File: src/rtl/sms_mem_pkg.sv
// sms_mem_pkg: shared types and constants for the
// ROM download write / cartridge read responder.
package sms_mem_pkg;

  localparam int DEF_AW = 22;

  localparam logic [1:0] BE_LO   = 2'b01;
  localparam logic [1:0] BE_HI   = 2'b10;
  localparam logic [1:0] BE_WORD = 2'b11;

  typedef enum logic [1:0] {
    IDLE     = 2'd0,
    ISSUE_WR = 2'd1,
    ISSUE_RD = 2'd2,
    WAIT_RD  = 2'd3
  } state_t;

  // Odd byte addresses live in the high half of the word.
  function automatic logic [1:0] byte_be(input logic odd);
    return odd ? BE_HI : BE_LO;
  endfunction

endpackage

File: src/rtl/lat_counter.sv
// lat_counter: 3-bit down-counter timing the read return.
// tc marks the cycle the memory read data is valid.
module lat_counter (
  input  logic       clk_sys,
  input  logic       reset,
  input  logic       load,
  input  logic [2:0] load_val,
  input  logic       en,
  output logic       tc
);

  logic [2:0] cnt;

  // Load on read acceptance, then count down while waiting.
  always_ff @(posedge clk_sys) begin
    if (reset) begin
      cnt <= 3'd0;
    end else if (load) begin
      cnt <= load_val;
    end else if (en && cnt != 3'd0) begin
      cnt <= cnt - 3'd1;
    end
  end

  assign tc = en && (cnt == 3'd1);

endmodule

File: src/rtl/rom_wr_responder.sv
// rom_wr_responder: arbitrates toggle-handshake byte writes and
// cartridge byte reads onto one 16-bit synchronous memory port.
module rom_wr_responder
  import sms_mem_pkg::*;
#(
  parameter int AW     = DEF_AW,
  parameter int RD_LAT = 2
) (
  input  logic          clk_sys,
  input  logic          reset,
  input  logic          we,
  input  logic [AW-1:0] waddr,
  input  logic [7:0]    din,
  output logic          we_ack,
  input  logic          rd,
  input  logic [AW-1:0] raddr,
  output logic [7:0]    dout,
  output logic          rd_rdy,
  output logic          mem_req,
  output logic          mem_we,
  output logic [AW-2:0] mem_addr,
  output logic [1:0]    mem_be,
  output logic [15:0]   mem_din,
  input  logic          mem_busy,
  input  logic [15:0]   mem_dout
);

  state_t        state;
  logic          rd_pend;
  logic [AW-1:0] ra;
  logic          bsel;

  logic          wr_pend;
  logic          rd_any;
  logic [AW-1:0] ra_nx;
  logic          accept;
  logic          cnt_load;
  logic          cnt_tc;

  assign wr_pend  = we ^ we_ack;
  assign rd_any   = rd | rd_pend;
  assign ra_nx    = rd ? raddr : ra;
  assign accept   = mem_req & ~mem_busy;
  assign cnt_load = (state == ISSUE_RD) && accept;

  lat_counter u_lat (
    .clk_sys  (clk_sys),
    .reset    (reset),
    .load     (cnt_load),
    .load_val (3'(RD_LAT)),
    .en       (state == WAIT_RD),
    .tc       (cnt_tc)
  );

  // Request sampling, arbitration and the registered memory port.
  always_ff @(posedge clk_sys) begin
    if (reset) begin
      state    <= IDLE;
      we_ack   <= we;
      rd_pend  <= 1'b0;
      ra       <= '0;
      bsel     <= 1'b0;
      dout     <= 8'h00;
      rd_rdy   <= 1'b0;
      mem_req  <= 1'b0;
      mem_we   <= 1'b0;
      mem_be   <= 2'b00;
      mem_addr <= '0;
      mem_din  <= 16'h0000;
    end else begin
      rd_rdy <= 1'b0;
      if (rd) begin
        rd_pend <= 1'b1;
        ra      <= raddr;
      end
      unique case (state)
        IDLE: begin
          if (rd_any) begin
            state <= ISSUE_RD;
          end else if (wr_pend) begin
            state <= ISSUE_WR;
          end
        end
        ISSUE_WR: begin
          if (!mem_req) begin
            mem_req  <= 1'b1;
            mem_we   <= 1'b1;
            mem_addr <= waddr[AW-1:1];
            mem_be   <= byte_be(waddr[0]);
            mem_din  <= {din, din};
          end else if (!mem_busy) begin
            mem_req <= 1'b0;
            we_ack  <= we;
            state   <= IDLE;
          end
        end
        ISSUE_RD: begin
          // Keep following the newest read address until accepted.
          if (!accept) begin
            mem_req  <= 1'b1;
            mem_we   <= 1'b0;
            mem_addr <= ra_nx[AW-1:1];
            mem_be   <= BE_WORD;
          end else begin
            mem_req <= 1'b0;
            bsel    <= ra[0];
            state   <= WAIT_RD;
            if (!rd) begin
              rd_pend <= 1'b0;
            end
          end
        end
        WAIT_RD: begin
          if (cnt_tc) begin
            dout   <= bsel ? mem_dout[15:8] : mem_dout[7:0];
            rd_rdy <= 1'b1;
            state  <= IDLE;
          end
        end
        default: state <= IDLE;
      endcase
    end
  end

endmodule

File: config.mk
export PLATFORM = sky130hd
export DESIGN_NAME = rom_wr_responder
export DESIGN_NICKNAME = d
export VERILOG_FILES = /design/src/rtl/sms_mem_pkg.sv /design/src/rtl/lat_counter.sv /design/src/rtl/rom_wr_responder.sv
export SDC_FILE = /design/constraint.sdc
export NUM_CORES = 1
export LEC_CHECK = 0
export ABC_AREA = 1
export CELL_PAD_IN_SITES_DETAIL_PLACEMENT = 1
export CELL_PAD_IN_SITES_GLOBAL_PLACEMENT = 1
export CORE_MARGIN = 1.5
export CORE_UTILIZATION = 32
export DETAILED_ROUTE_END_ITERATION = 12
export GPL_TIMING_DRIVEN = 1
export MAX_ROUTING_LAYER = met4
export PLACE_DENSITY = 0.95
export REMOVE_ABC_BUFFERS = 1
export SYNTH_ARGS = -nofsm -noshare
export SYNTH_HDL_FRONTEND = slang
export SYNTH_SLANG_ARGS = --single-unit
File: constraint.sdc
create_clock -name clk_sys -period 3.65 [get_ports clk_sys]
set_input_delay 0.9125 -clock clk_sys [delete_from_list [all_inputs] [get_ports clk_sys]]
set_output_delay 0.9125 -clock clk_sys [all_outputs]
set_load 0.02 [all_outputs]
==> out/metrics.cfg, run 1 <==
[outcome]
outcome = finished, final reports clean

[job]
drv_cap = 0

[sta]
grt_setup_unrepaired = no
setup_tns_ns = 0
final_hold_viol_count = 0
fin_crit_ns = 2.40
fin_skew_ns = 0.0124
drv_slew = 0
worst_pin_slew_ns = 0.724
relSlewSlack_pct = 51.7
setup_violations = 0
finalCritPeriodShare_pct = 65.7
fmax_mhz = 417

[critical_path]
slowest_stage = clkdlybuf4s50_1
crit_fanout = 26
critical_path.top_delay_family = buffers and inverters
cp.required_ns = 3.89
critPathArrivalTime_ns = 2.64
critPathLaunchType = primary input
path_cells = clkdlybuf4s50_1, buf_4, nand2_1, o21ai_1, o21ai_0, nor2_1, nor2_1
critPathBufInv = 2
startpoint = rd
end_kind = register
r2r-start = state[0]$_SDFFE_PP0P_
crit_type = primary input to register
critPathMaxStageDelay_ns = 0.84
cpMostUsedCell = nor2_1

[die]
coreArea_mm2 = 0.00982
die-area_mm2 = 0.0108
pin_count = 124
die_y_um = 104
rows = 36
start_util_pct = 33.1
dieWidth_um = 104

[place]
port_buffers = 123
place_area_mm2 = 0.00444
place.gp.congestion = 0.801
place_hpwl_um = 7180

[clocking]
numCtsBuffers = 9
cts_num_sinks = 72
cts_tree = done
clk_pin_slew_ns = 0.09
cts-root-buf = clkbuf_8
worst_skew_pair.late_latency_ns = 0.34
clk_path_buf_depth = 2
postCtsSetupBuffers = 0
postCtsHoldBufs = 0
cts_htree_levels = 3
cts_resized = 0

[synth]
syn_area_mm2 = 0.00325
yosys.area.top_type = dfxtp_1
yosysTopAreaCellShare_pct = 43.8
synth.area.top_cells = dfxtp_1 44%, nor2_1 11%, nand2_1 11%, o21ai_0 10%, inv_1 5.5%
yosysSeqAreaShare_pct = 44.7
ys_types = 22
ys_top_cells_by_count = 99 x nor2_1, 92 x nand2_1, 71 x dfxtp_1, 65 x o21ai_0, 48 x inv_1
synth-seq-cells = 72
synthArstFlopShare_pct = 0
synth_edf_count = 1
avgSynthCellArea_um2 = 7.02
ys.flop_type = dfxtp_1
synth_most_common_cell = nor2_1
syn_inst = 463
yosysWarningCount = 0

[detailed_routing]
ant_nets = 0
vias = 3298
wl_um = 9710
wl_per_cell_um = 13.7
drc = 0
first_pass_iters = 4
viasPerCell = 4.66
drtIter0Drc = 71

[min_path]
hp-class = register to register
hp-start = dout[3]$_SDFFE_PP0P_

[global_route]
grt_start_max_net_pins = 48
grt_pass1_vias = 3396
antenna_found_initial = 0
grt_util_all_layers_pct = 18.8
grt_overflow_total = 0
grt_first_pass_wirelength_um = 15900

[power]
vdd_drop_max_mv = 0.258
p_leak_nw = 1.98
p_per_area_mw_per_mm2 = 633

[layout]
design_area_mm2 = 0.00464
syn_to_final_growth_pct = 42.8
diodes = 0
drive_above_1_share_pct = 4.70
final_nets = 649
fillers = 1275
fin_util_pct = 47.2

==> power breakdown <==
part	internal, mW	switching, mW	total (mW)	leakage (nW)
logic	0.519	0.735	1.25	1.29
registers	0.940	0.0924	1.03	0.595
clock network	0.322	0.326	0.647	0.0966
total	1.78	1.15	2.93	1.98
==> cell type report <==
type                    count  area (µm²)  share of cell area, %
multi-input cells         308        1370                   29.5
clock buffers               9         124                   2.67
repair buffers            126        1250                   27.0
inverters                  52         195                   4.21
clock inverters             7        76.3                   1.65
flip-flops and latches     72        1450                   31.3
well taps                 133         166                   3.59
==> layer usage <==
metal	global-route usage, %	part of all wire, %	up-vias
li1	-	-	1635
met4	5.46	1.5	0
met3	4.85	5.3	13
met2	32.8	50	107
met5	-	0	-
met1	21.1	44	1543
==> stage by stage <==
step / worst slack (ns) / instances / total power [mW] / hold slack, ns
detailed placement: 0.874 / 691 / 2.33 / 0.440
finish: 1.25 / 707 / 2.93 / 0.450
floorplan: 1.93 / 432 / 1.72 / 0.443
global placement: 0.982 / 691 / 2.26 / 0.433
CTS: 1.25 / 707 / 2.98 / 0.453
global route: 1.06 / 707 / 3.14 / 0.478
==> cell usage in the layout (no fill, tap or decap) <==
cell / instances
bufinv_16: 1
inv_1: 48
clkdlybuf4s50_1: 123
clkbuf_8: 9
nor2_1: 99
ha_1: 7
nor2_4: 1
clkinv_1: 1
inv_6: 3
a21oi_1: 14
nand2_2: 2
nand2_1: 92
clkinvlp_4: 2
o21ai_0: 65
a21oi_2: 1
or2_2: 1
clkinv_2: 1
o21ai_1: 22
o22ai_1: 1
inv_2: 3
buf_4: 3
nand3_1: 3
dfxtp_1: 71
edfxtp_1: 1
==> cell families (layout without fill, tap and decap cells) <==
| group | after synthesis | in the layout | share of synthesized area (%) |
|---|---|---|---|
| simple gates | 198 | 198 | 23.5 |
| flops | 72 | 72 | 44.7 |
| compound gates | 103 | 103 | 16.0 |
| buf+inv | 83 | 194 | 13.1 |
| fa+ha+maj | 7 | 7 | 2.70 |
==> worst reg2reg max path: stages, from the launching register on <==
cell     delay (ns)
dfxtp_1        0.39
inv_1          0.09
ha_1           0.32
nand2_1        0.10
a21oi_2        0.47
buf_4          0.31
o21ai_0        0.11
nor2_1         0.13
==> worst paths after layout <==
kind	slack (ns)	to	depth (start not counted)
setup / recovery	1.25	mem_addr[15]$_SDFFE_PP0P_	7
setup reg to reg	1.68	mem_addr[8]$_SDFFE_PP0P_	7
hold / removal	0.45	dout[3]$_SDFFE_PP0P_	2
hold reg to reg	0.45	dout[3]$_SDFFE_PP0P_	2
==> state kept, by name, indices dropped and copies added (netlist names) <==
signal	cells
ra	22
dout	8
mem_req	1
mem_be	2
u_lat.cnt	3
mem_din	8
mem_we	1
we_ack	1
bsel	1
rd_pend	1
state	2
rd_rdy	1
mem_addr	21
No activity file was read; power rests on OpenSTA's default activity.
==> run 2: changes to the inputs <==
--- a/config.mk
+++ b/config.mk
@@ -9,11 +9,11 @@
 export CELL_PAD_IN_SITES_DETAIL_PLACEMENT = 1
 export CELL_PAD_IN_SITES_GLOBAL_PLACEMENT = 1
 export CORE_MARGIN = 1.5
-export CORE_UTILIZATION = 32
+export CORE_UTILIZATION = 27
 export DETAILED_ROUTE_END_ITERATION = 12
 export GPL_TIMING_DRIVEN = 1
 export MAX_ROUTING_LAYER = met4
-export PLACE_DENSITY = 0.95
+export PLACE_DENSITY = 0.88
 export REMOVE_ABC_BUFFERS = 1
 export SYNTH_ARGS = -nofsm -noshare
 export SYNTH_HDL_FRONTEND = slang
==> constraint.sdc (replaced) <==
create_clock -name clk_sys -period 2.03 [get_ports clk_sys]
set_input_delay 0.5075 -clock clk_sys [delete_from_list [all_inputs] [get_ports clk_sys]]
set_output_delay 0.5075 -clock clk_sys [all_outputs]
set_load 0.02 [all_outputs]
==> out/metrics.cfg, run 2 (synthesis results as in run 1) <==
[outcome]
outcome = finished, final reports clean

[global_route]
antenna_found_initial = 0
grt_pass1_vias = 3454
grt_overflow_total = 0
use_met1_pct = 19.3
grt_first_pass_wirelength_um = 16300
grt_use_met3_pct = 3.13
gr-usage-met2_pct = 29.1
grt_start_max_net_pins = 46
grt_util_all_layers_pct = 16.8
busiest_layer = met2

[sta]
fin_crit_ns = 1.88
worst_pin_slew_ns = 0.569
drv_slew = 0
fmax_mhz = 531
finalCritPeriodShare_pct = 92.7
setup_tns_ns = 0
setup_ws_ns = 0.147
relSlewSlack_pct = 62.0
setup_violations = 0
final_hold_viol_count = 0
fin_skew_ns = 0.00460
grt_setup_unrepaired = no

[critical_path]
reg2regPathDepth = 10
path_depth = 1
crit_type = register to output port
slowest_stage = clkdlybuf4s50_1
cp.required_ns = 1.52
critPathArrivalTime_ns = 1.38
critPathBufInv = 1
critPathLaunchType = register
end_kind = output port
critPathMaxStageDelay_ns = 0.64
critical_path.top_delay_family = buffers and inverters
crit_fanout = 5
path_cells = clkdlybuf4s50_1

[clocking]
worst_skew_pair.late_latency_ns = 0.33
postCtsSetupBuffers = 0
cts_htree_levels = 3
cts_tree = done
numCtsBuffers = 9
cts_resized = 0
cts_num_sinks = 72
clk_pin_slew_ns = 0.06
cts-root-buf = clkbuf_16
postCtsHoldBufs = 0
clk_path_buf_depth = 2

[die]
coreArea_mm2 = 0.0116
rows = 39
die-area_mm2 = 0.0127
die_y_um = 113
pin_count = 124
start_util_pct = 28.1
dieWidth_um = 113

[power]
p_leak_nw = 2.09
power.switching_mw = 2.15
p_per_area_mw_per_mm2 = 1240
swShare_pct = 35.6
vdd_drop_max_mv = 0.456
pwr-share-seq_pct = 30.9
internal_power_mw = 3.90
clkPwrFrac_pct = 29.0
comb_power_share_pct = 40.0

[detailed_routing]
vias = 3306
ant_nets = 0
first_pass_iters = 4
wl_per_cell_um = 14.1
viasPerCell = 4.59
drtIter0Drc = 92
drc = 0
wl_um = 10200

[layout]
regArea_mm2 = 0.00145
multi_input_area_mm2 = 0.00137
drive_above_1_share_pct = 5.20
top_register = ra
fillers = 1411
syn_to_final_growth_pct = 50.3
fin_util_pct = 42.2
largestRegisters = ra: 22 flops, mem_addr: 21 flops
largest_reg_flops = 22
mostFrequentLayoutCells = 123 x clkdlybuf4s50_1, 99 x nor2_1, 92 x nand2_1, 71 x dfxtp_1, 65 x o21ai_0
final_cell_count_no_fill = 720
mostFrequentLayoutCell = clkdlybuf4s50_1
final_nets = 653
diodes = 0

[place]
port_buffers = 123
placed_cells = 705
place.gp.congestion = 0.812
place_hpwl_um = 7360
pre_cts_slack_ns = 0.0903

[min_path]
worstHoldPathCells = 2
hp-class = register to register

[job]
drv_cap = 0

[run 2: final cells by class]
cell class | count | area share (%)
flip-flops and latches | 72 | 29.7
multi-input cells | 308 | 28.1
repair buffers | 130 | 27.8
clock buffers | 10 | 5.12
inverters | 52 | 4.00
well taps | 143 | 3.66
clock inverters | 5 | 1.61
[run 2: metal layers]
layer	up-vias	share of wire [%]
met2	113	49
li1	1653	-
met1	1530	45
met5	-	0
met4	0	1.2
met3	10	5.5
[run 2: worst paths after layout]
| kind | from | endpoint | slack, ns |
|---|---|---|---|
| max | mem_req$_SDFFE_PP0P_ | mem_req | 0.15 |
| min | dout[0]$_SDFFE_PP0P_ | dout[0]$_SDFFE_PP0P_ | 0.44 |
| max reg2reg | state[0]$_SDFFE_PP0P_ | state[1]$_SDFFE_PP0P_ | 0.33 |
| min reg2reg | dout[0]$_SDFFE_PP0P_ | dout[0]$_SDFFE_PP0P_ | 0.44 |
[run 2: power by group through the flow]
stage,clock (mW),combinational [mW],sequential (mW)
6_report,1.75,2.42,1.87
5_1_grt,1.85,2.66,1.90
4_1_cts,1.79,2.46,1.87
3_5_place_dp,0,2.45,1.89
3_3_place_gp,0,2.35,1.88
2_1_floorplan,0,0.913,2.18
[run 2: worst reg2reg max path, cell delays in order (launching register included)]
cell and delay (ns):
dfxtp_1 0.39, inv_1 0.08, ha_1 0.26, inv_2 0.32
nand2_1 0.12, nand2_1 0.08, nand2_1 0.07, inv_1 0.07
nand3_1 0.07, nand2_1 0.08, nor2_1 0.04
[run 2: per-stage QoR]
step / instance area [µm²] / power (mW) / hold slack [ns]
2_1_floorplan: 3020 / 3.10 / 0.443
3_3_place_gp: 4550 / 4.24 / 0.430
3_5_place_dp: 4550 / 4.34 / 0.441
4_1_cts: 4880 / 6.12 / 0.449
5_1_grt: 4880 / 6.41 / 0.480
6_report: 4880 / 6.05 / 0.443
